[config.mk]
export PLATFORM = sky130hd
export DESIGN_NAME = decode
export DESIGN_NICKNAME = d
export VERILOG_FILES = /design/src/rtl/decode_pkg.sv /design/src/rtl/decode_imm_gen.sv /design/src/rtl/decode.sv
export SDC_FILE = /design/constraint.sdc
export NUM_CORES = 1
export LEC_CHECK = 0
export CAP_MARGIN = 20
export CORE_MARGIN = 2
export CORE_UTILIZATION = 38
export DETAILED_ROUTE_END_ITERATION = 12
export GPL_TIMING_DRIVEN = 0
export PLACE_DENSITY = 0.76
export SKIP_CTS_REPAIR_TIMING = 1
export SLEW_MARGIN = 20
export SYNTH_ARGS = -nofsm -noshare
export SYNTH_HDL_FRONTEND = slang
export SYNTH_SLANG_ARGS = --single-unit
[constraint.sdc]
create_clock -name clk -period 2.3 [get_ports clk]
set_input_delay 0.575 -clock clk [delete_from_list [all_inputs] [get_ports clk]]
set_output_delay 0.575 -clock clk [all_outputs]
set_load 0.005 [all_outputs]
[src/rtl/decode_pkg.sv]
// Shared RV32I decode constants: opcodes, ALU operation codes, ALU B-source selects.
package decode_pkg;

   localparam logic [6:0] OPC_LUI    = 7'b0110111;
   localparam logic [6:0] OPC_AUIPC  = 7'b0010111;
   localparam logic [6:0] OPC_JAL    = 7'b1101111;
   localparam logic [6:0] OPC_JALR   = 7'b1100111;
   localparam logic [6:0] OPC_BRANCH = 7'b1100011;
   localparam logic [6:0] OPC_LOAD   = 7'b0000011;
   localparam logic [6:0] OPC_STORE  = 7'b0100011;
   localparam logic [6:0] OPC_OPIMM  = 7'b0010011;
   localparam logic [6:0] OPC_OP     = 7'b0110011;

   typedef enum logic [3:0] {
      ALU_ADD  = 4'd0,
      ALU_SUB  = 4'd1,
      ALU_LUI  = 4'd2,
      ALU_AND  = 4'd3,
      ALU_XOR  = 4'd4,
      ALU_OR   = 4'd5,
      ALU_SLL  = 4'd6,
      ALU_SRL  = 4'd7,
      ALU_SRA  = 4'd8,
      ALU_SLT  = 4'd9,
      ALU_SLTU = 4'd10
   } alu_code_e;

   typedef enum logic [1:0] {
      SRCB_RS2  = 2'b00,
      SRCB_IMM  = 2'b01,
      SRCB_FOUR = 2'b10
   } alu_src_b_e;

   // Maps funct3 to an ALU operation. 'alt' is inst[30]; it selects sub only for
   // register-register ops (is_reg), and selects sra over srl for both forms.
   function automatic alu_code_e alu_from_funct3(input logic [2:0] funct3,
                                                 input logic       alt,
                                                 input logic       is_reg);
      alu_code_e code;
      case (funct3)
         3'b000:  code = (is_reg && alt) ? ALU_SUB : ALU_ADD;
         3'b001:  code = ALU_SLL;
         3'b010:  code = ALU_SLT;
         3'b011:  code = ALU_SLTU;
         3'b100:  code = ALU_XOR;
         3'b101:  code = alt ? ALU_SRA : ALU_SRL;
         3'b110:  code = ALU_OR;
         3'b111:  code = ALU_AND;
         default: code = ALU_ADD;
      endcase
      return code;
   endfunction

endpackage

[src/rtl/decode_imm_gen.sv]
// Combinational immediate generator: data immediate (I/S/U, shamt) and
// control-transfer offset (B/J, I for JALR). Fields an opcode does not use are 0.
module imm_gen
   import decode_pkg::*;
(
   input  logic [31:0] i_instr,
   output logic [31:0] o_imm,
   output logic [31:0] o_offset
);

   logic [6:0]  w_opcode;
   logic [2:0]  w_funct3;
   logic [31:0] w_imm_i;
   logic [31:0] w_imm_s;
   logic [31:0] w_imm_u;
   logic [31:0] w_off_b;
   logic [31:0] w_off_j;

   assign w_opcode = i_instr[6:0];
   assign w_funct3 = i_instr[14:12];
   assign w_imm_i  = {{20{i_instr[31]}}, i_instr[31:20]};
   assign w_imm_s  = {{20{i_instr[31]}}, i_instr[31:25], i_instr[11:7]};
   assign w_imm_u  = {i_instr[31:12], 12'b0};
   assign w_off_b  = {{19{i_instr[31]}}, i_instr[31], i_instr[7], i_instr[30:25], i_instr[11:8], 1'b0};
   assign w_off_j  = {{11{i_instr[31]}}, i_instr[31], i_instr[19:12], i_instr[20], i_instr[30:21], 1'b0};

   // Select the immediate and offset that the current opcode defines.
   always_comb begin
      o_imm    = 32'd0;
      o_offset = 32'd0;
      case (w_opcode)
         OPC_LUI, OPC_AUIPC: o_imm = w_imm_u;
         OPC_LOAD:           o_imm = w_imm_i;
         OPC_STORE:          o_imm = w_imm_s;
         OPC_OPIMM: begin
            // shifts carry a 5-bit shift amount, not a signed immediate
            if ((w_funct3 == 3'b001) || (w_funct3 == 3'b101)) begin
               o_imm = {27'd0, i_instr[24:20]};
            end else begin
               o_imm = w_imm_i;
            end
         end
         OPC_JAL:            o_offset = w_off_j;
         OPC_JALR:           o_offset = w_imm_i;
         OPC_BRANCH:         o_offset = w_off_b;
         default: begin
            o_imm    = 32'd0;
            o_offset = 32'd0;
         end
      endcase
   end

endmodule

[src/rtl/decode.sv]
// RV32I instruction decoder: combinational control decode and immediate
// generation followed by one output register stage (1-cycle latency).
module decode
   import decode_pkg::*;
(
   input  logic        clk,
   input  logic        reset,
   input  logic [31:0] Instruction,
   output logic        MemtoReg,
   output logic        RegWrite,
   output logic        MemWrite,
   output logic        MemRead,
   output logic [3:0]  ALUCode,
   output logic        ALUSrcA,
   output logic [1:0]  ALUSrcB,
   output logic        Jump,
   output logic        JALR,
   output logic [31:0] Imm,
   output logic [31:0] offset
);

   logic [6:0]  w_opcode;
   logic        w_mem_to_reg;
   logic        w_reg_write;
   logic        w_mem_write;
   logic        w_mem_read;
   alu_code_e   w_alu_code;
   logic        w_alu_src_a;
   alu_src_b_e  w_alu_src_b;
   logic        w_jump;
   logic        w_jalr;
   logic [31:0] w_imm;
   logic [31:0] w_offset;

   logic        r_mem_to_reg;
   logic        r_reg_write;
   logic        r_mem_write;
   logic        r_mem_read;
   logic [3:0]  r_alu_code;
   logic        r_alu_src_a;
   logic [1:0]  r_alu_src_b;
   logic        r_jump;
   logic        r_jalr;
   logic [31:0] r_imm;
   logic [31:0] r_offset;

   assign w_opcode = Instruction[6:0];

   imm_gen u_imm_gen (
      .i_instr  (Instruction),
      .o_imm    (w_imm),
      .o_offset (w_offset)
   );

   // Decode control signals from the opcode; unknown opcodes decode as a bubble.
   always_comb begin
      w_mem_to_reg = 1'b0;
      w_reg_write  = 1'b0;
      w_mem_write  = 1'b0;
      w_mem_read   = 1'b0;
      w_alu_code   = ALU_ADD;
      w_alu_src_a  = 1'b0;
      w_alu_src_b  = SRCB_RS2;
      w_jump       = 1'b0;
      w_jalr       = 1'b0;
      case (w_opcode)
         OPC_LUI: begin
            w_reg_write = 1'b1;
            w_alu_code  = ALU_LUI;
            w_alu_src_b = SRCB_IMM;
         end
         OPC_AUIPC: begin
            w_reg_write = 1'b1;
            w_alu_src_a = 1'b1;
            w_alu_src_b = SRCB_IMM;
         end
         OPC_JAL: begin
            w_jump      = 1'b1;
            w_reg_write = 1'b1;
            w_alu_src_a = 1'b1;
            w_alu_src_b = SRCB_FOUR;
         end
         OPC_JALR: begin
            w_jalr      = 1'b1;
            w_reg_write = 1'b1;
            w_alu_src_a = 1'b1;
            w_alu_src_b = SRCB_FOUR;
         end
         OPC_BRANCH: begin
            w_alu_code  = ALU_SUB;
         end
         OPC_LOAD: begin
            w_mem_read   = 1'b1;
            w_mem_to_reg = 1'b1;
            w_reg_write  = 1'b1;
            w_alu_src_b  = SRCB_IMM;
         end
         OPC_STORE: begin
            w_mem_write = 1'b1;
            w_alu_src_b = SRCB_IMM;
         end
         OPC_OPIMM: begin
            w_reg_write = 1'b1;
            w_alu_src_b = SRCB_IMM;
            w_alu_code  = alu_from_funct3(Instruction[14:12], Instruction[30], 1'b0);
         end
         OPC_OP: begin
            w_reg_write = 1'b1;
            w_alu_code  = alu_from_funct3(Instruction[14:12], Instruction[30], 1'b1);
         end
         default: begin
            w_reg_write = 1'b0;
            w_alu_code  = ALU_ADD;
         end
      endcase
   end

   // Output register stage; reset forces an all-zero bubble.
   always_ff @(posedge clk or posedge reset) begin
      if (reset) begin
         r_mem_to_reg <= 1'b0;
         r_reg_write  <= 1'b0;
         r_mem_write  <= 1'b0;
         r_mem_read   <= 1'b0;
         r_alu_code   <= 4'd0;
         r_alu_src_a  <= 1'b0;
         r_alu_src_b  <= 2'b00;
         r_jump       <= 1'b0;
         r_jalr       <= 1'b0;
         r_imm        <= 32'd0;
         r_offset     <= 32'd0;
      end else begin
         r_mem_to_reg <= w_mem_to_reg;
         r_reg_write  <= w_reg_write;
         r_mem_write  <= w_mem_write;
         r_mem_read   <= w_mem_read;
         r_alu_code   <= w_alu_code;
         r_alu_src_a  <= w_alu_src_a;
         r_alu_src_b  <= w_alu_src_b;
         r_jump       <= w_jump;
         r_jalr       <= w_jalr;
         r_imm        <= w_imm;
         r_offset     <= w_offset;
      end
   end

   assign MemtoReg = r_mem_to_reg;
   assign RegWrite = r_reg_write;
   assign MemWrite = r_mem_write;
   assign MemRead  = r_mem_read;
   assign ALUCode  = r_alu_code;
   assign ALUSrcA  = r_alu_src_a;
   assign ALUSrcB  = r_alu_src_b;
   assign Jump     = r_jump;
   assign JALR     = r_jalr;
   assign Imm      = r_imm;
   assign offset   = r_offset;

endmodule

Yosys cells after proc, flatten, opt, wreduce, memory -nomap -nowiden
Index checks and enable logic that the tools add are counted.
{"block": "op_classes", "eq_ne": 16, "reduce_logical": 7, "n_mux": 15}
{"cell": "32-bit one-hot mux with 4 select lines", "count": 1}
{"cell": "32-bit one-hot mux with 3 select lines", "count": 1}
{"cell": "4-bit one-hot mux with 8 select lines", "count": 2}
{"cell": "32-bit 2-to-1 mux", "count": 1}
{"cell": "7-bit by 6-bit equality test with 1-bit output (second input constant)", "count": 3}
{"cell": "7-bit equality test (second input constant)", "count": 3}
{"cell": "4-bit one-hot mux with 4 select lines", "count": 1}
{"cell": "7-bit by 5-bit equality test with 1-bit output (second input constant)", "count": 2}
{"cell": "3-bit equality test (second input constant)", "count": 4}
{"cell": "7-bit by 2-bit equality test with 1-bit output (second input constant)", "count": 1}
{"cell": "1-bit 2-to-1 mux", "count": 7}
{"cell": "7-bit OR reduction", "count": 1}
{"cell": "3-bit by 2-bit equality test with 1-bit output (second input constant)", "count": 2}
{"cell": "5-bit OR reduction", "count": 1}
{"cell": "4-bit 2-to-1 mux", "count": 1}
{"cell": "2-bit one-hot mux with 2 select lines", "count": 1}
{"cell": "2-bit OR reduction", "count": 2}
{"cell": "3-bit by 1-bit equality test with 1-bit output (second input constant)", "count": 1}
{"cell": "3-bit zero test", "count": 1}
{"cell": "3-bit OR reduction", "count": 1}
{"cell": "1-bit logical OR", "count": 1}
{"block": "totals", "in_bits": 34, "register_bits": 76}

Depth between registers and ports, before layout
{"block": "logic_depth", "word_depth": 4, "depth_mapped": 6}

Modules after synthesis
Synthesis repeated with hierarchy kept, for this count alone.
{"block": "unflattened", "hier_cells": 256, "area_unflattened_um2": 2967.8}
{"module": "decode", "cells_each": 120, "instances": 1, "area_per_inst_um2": 2185.8, "seq_area_each_um2": 1901.8}
{"module": "imm_gen", "cells_each": 136, "instances": 1, "area_per_inst_um2": 782.0, "seq_area_each_um2": 0.0}

Worst setup path before layout
OpenSTA, ideal clock, no wires.
{"block": "synth_path", "kind": "input-to-reg", "startpoint": "input Instruction[3]", "endpoint": "register r_imm[10], in the netlist Imm[10]", "setup_slack_ns": 0.819, "stages": 6, "setup_ns": 0.066, "t_required_ns": 2.234, "path_buffers": 2, "arrival_time_ns": 1.415, "path_cell_list": "buf_6 > nor2_4 > nand4b_4 > buf_2 > nor2b_4 > and2_1"}
{"block": "synth_between", "elab_chain_cells": 3, "word_cells_on_any_way": 7, "classes_between": "eq/ne: 5; mux: 1; reduce/logical: 1"}
{"item": "from (decl)", "line": "decode.sv:8", "rtl": "input logic [31:0] Instruction,"}
{"item": "7-bit by 6-bit equality test with 1-bit output or 7-bit by 5-bit equality test with 1-bit output (tied branches)", "line": "decode_imm_gen.sv:31", "rtl": "case (w_opcode)"}
{"item": "2-bit OR reduction", "line": "decode_imm_gen.sv:31"}
{"item": "32-bit one-hot mux with 4 select lines *", "line": "decode_imm_gen.sv:31"}
{"item": "via u_imm_gen.o_imm[10]", "line": "decode_imm_gen.sv:7", "rtl": "output logic [31:0] o_imm,"}
{"item": "to (signal assigned)", "line": "decode.sv:142", "rtl": "r_imm <= w_imm;"}
{"item": "to (decl)", "line": "decode.sv:44", "rtl": "logic [31:0] r_imm;"}
Mark *: on every way through the listed nets, which the timed path passes. The rest lies on a longest branch.

==> results.json <==
{
  "final.period_utilization": 0.9110,
  "clk_pin_slew_ns": 0.07,
  "critical_path.startpoint_type": "flip-flop",
  "grt_pass1_wl_um": 10250,
  "drt-total-wl_um": 6534,
  "die_h_um": 86.02,
  "port_buffers": 108,
  "layout-drive-gt1-share": 0.1429,
  "grt_max_degree": 41,
  "cts_htree_levels": 3,
  "synth_cell_types": 35,
  "synth_area_leaders": "dfrtp_1 64%, a21o_1 5.9%, buf_4 3.5%, and2_1 3.4%, a21oi_1 2.7%",
  "dp_worst_setup_slack_ns": 0.1016,
  "synth_seq_cells": 65,
  "numCtsBuffers": 9,
  "ant_nets": 0,
  "critPathSlowestCell": "dfrtp_1",
  "worst_pin_slew_ns": 0.5062,
  "cts.sinks": 65,
  "hold_class": "in -> reg",
  "dieArea_um2": 7399,
  "p_leak_nw": 1.950,
  "crit_path_max_incr_delay_ns": 0.53,
  "crit_chain": "buf_4 -> clkdlybuf4s50_1",
  "grt_pass1_vias": 1957,
  "arrival_ns": 1.52,
  "slew_headroom": 0.6625,
  "syn-cell-area_um2": 2556,
  "wl_per_cell_um": 15.82,
  "vias": 1975,
  "rsz0062_at_grt": "false",
  "overflow": 0,
  "postSynthAreaPerCell_um2": 12.11,
  "grt_use_total": 0.1887,
  "num_rows": 29,
  "root_buffer": "clkbuf_8",
  "hold_ws_ns": 0.4465,
  "worst-path-max-fanout": 12,
  "fin_nets": 365,
  "cts_tree": "yes",
  "fp.dieW_um": 86.02,
  "hold_viol": 0,
  "syn2layout_area_growth_pct": 54.58,
  "synth_warnings": 0,
  "dp_hpwl_um": 4733,
  "synth_top_area_frac": 0.6363,
  "synthesis.nets": 245,
  "synthCells": 211,
  "antenna_found_initial": 0,
  "clockBufferDepth": 2,
  "yosysSeqAreaShare": 0.6363,
  "status": "completed",
  "whs_endpoint": "ALUCode[1]",
  "p_per_area_nw_per_um2": 587.0,
  "ir_drop_mv": 0.2972,
  "setup_ws_ns": 0.2047,
  "cap_violations": 0,
  "synth_top_area_cell": "dfrtp_1",
  "max_freq_mhz": 477.3,
  "hold_depth": 2,
  "finalSetupViolations": 0,
  "drv_slew": 0,
  "drcViolationCount": 0,
  "gp_congestion": 0.7673,
  "drtPass1Iterations": 4,
  "worstSetupPathType": "reg -> out",
  "via_per_inst": 4.782,
  "min_period_ns": 2.095,
  "start_util": 0.3980,
  "coreArea_um2": 6422,
  "ios": 111,
  "drt_iter0_markers": 125,
  "hp-start": "Instruction[3]",
  "n_antenna_cell": 0,
  "endpoint_kind": "output port",
  "required_ns": 1.73
}
-- critical path, delay by kind of cell, from the launching register on --
kind     cells  cell delay (ns)
flops        1             0.53
buf+inv      2             0.66
-- power by group --
group	leakage [nW]	internal, mW	total, mW	switching, mW
logic	0.954	0.108	0.208	0.100
registers	0.905	1.15	1.16	0.00353
clock network	0.0912	0.497	0.954	0.457
-- state kept, by name, summed over array words and instances (netlist names) --
name	flops
ALUSrcB	2
ALUSrcA	1
MemWrite	1
RegWrite	1
Jump	1
ALUCode	4
Imm	32
JALR	1
offset	21
MemRead	1
-- final cells by class --
class	instances	area, µm²
well taps	77	96.34
clock buffers	9	123.9
flip-flops and latches	65	1627
repair buffers	109	1101
inverters	6	25.02
multi-input cells	114	733.2
plain buffers	26	173.9
clock inverters	7	71.32
fillers	554	2471
-- synth_stat cells --
master,instances
a21o_1,20
a21oi_1,14
a21oi_2,1
a22oi_1,5
a2bb2oi_1,1
and2_1,14
and2b_1,1
buf_1,2
buf_2,7
buf_4,12
buf_6,3
clkbuf_1,2
dfrtp_1,65
inv_1,6
mux2i_1,1
nand2_1,12
nand2b_1,2
nand3_1,1
nand4_2,1
nand4b_1,1
nand4b_4,1
nor2_1,15
nor2_4,1
nor2b_1,7
nor2b_4,1
nor3_1,3
nor3b_4,1
o21a_1,2
o21ai_0,1
o21ai_2,1
o221ai_1,1
o22ai_1,3
o32ai_2,1
or2b_1,1
or3_1,1
-- layer usage --
metal / vias up / wire (µm) / track usage
li1: 927 / - / -
met1: 956 / 2700 / 0.2408
met2: 85 / 3250 / 0.3016
met3: 7 / 504 / 0.05197
met4: 0 / 77 / 0.08225
met5: - / 0 / 0
-- how the worst max path moves through the flow --
stage,start,end
floorplan,reset,ALUCode[0]
global route,offset[30],offset[21]
CTS,offset[30],offset[21]
global placement,reset,Imm[1]
detailed placement,Instruction[5],offset[8]
finish,offset[30],offset[21]
-- cell usage in the layout (no fill, tap or decap), drive strengths merged --
cell,count
dfrtp,65
mux2i,1
o21a,2
o22ai,3
nand2,12
o32ai,1
or2b,1
clkdlybuf4s50,108
and2,14
clkinvlp,3
nand2b,2
nor2b,8
buf,25
or3,1
bufinv,1
a21oi,15
clkinv,3
nor2,16
a2bb2oi,1
nand4b,2
a21o,20
nand3,1
and2b,1
inv,6
nor3b,1
a22oi,5
o221ai,1
nor3,3
o21ai,2
nand4,1
clkbuf,11
-- stage by stage --
stage,util,instance area [µm²],setup TNS [ns],std cells,total power [mW]
3_3_place_gp,0.5813,3734,-60.50,396,1.381
2_1_floorplan,-,2556,0,211,1.266
4_1_cts,0.6152,3951,0,413,2.342
6_report,0.6152,3951,0,413,2.319
5_1_grt,0.6152,3951,0,413,2.428
3_5_place_dp,0.5848,3756,0,397,1.390
-- cells by family (layout without fill, tap and decap cells) --
group,after synthesis,count (layout),share of synthesized area
buffers and inverters,32,157,0.07685
AO/OA/AOI/OAI,50,50,0.1361
flip-flops,65,65,0.6363
AND/OR/NAND/NOR,63,63,0.1468
multiplexers,1,1,0.003916
Power figures use the tool's default switching activity.
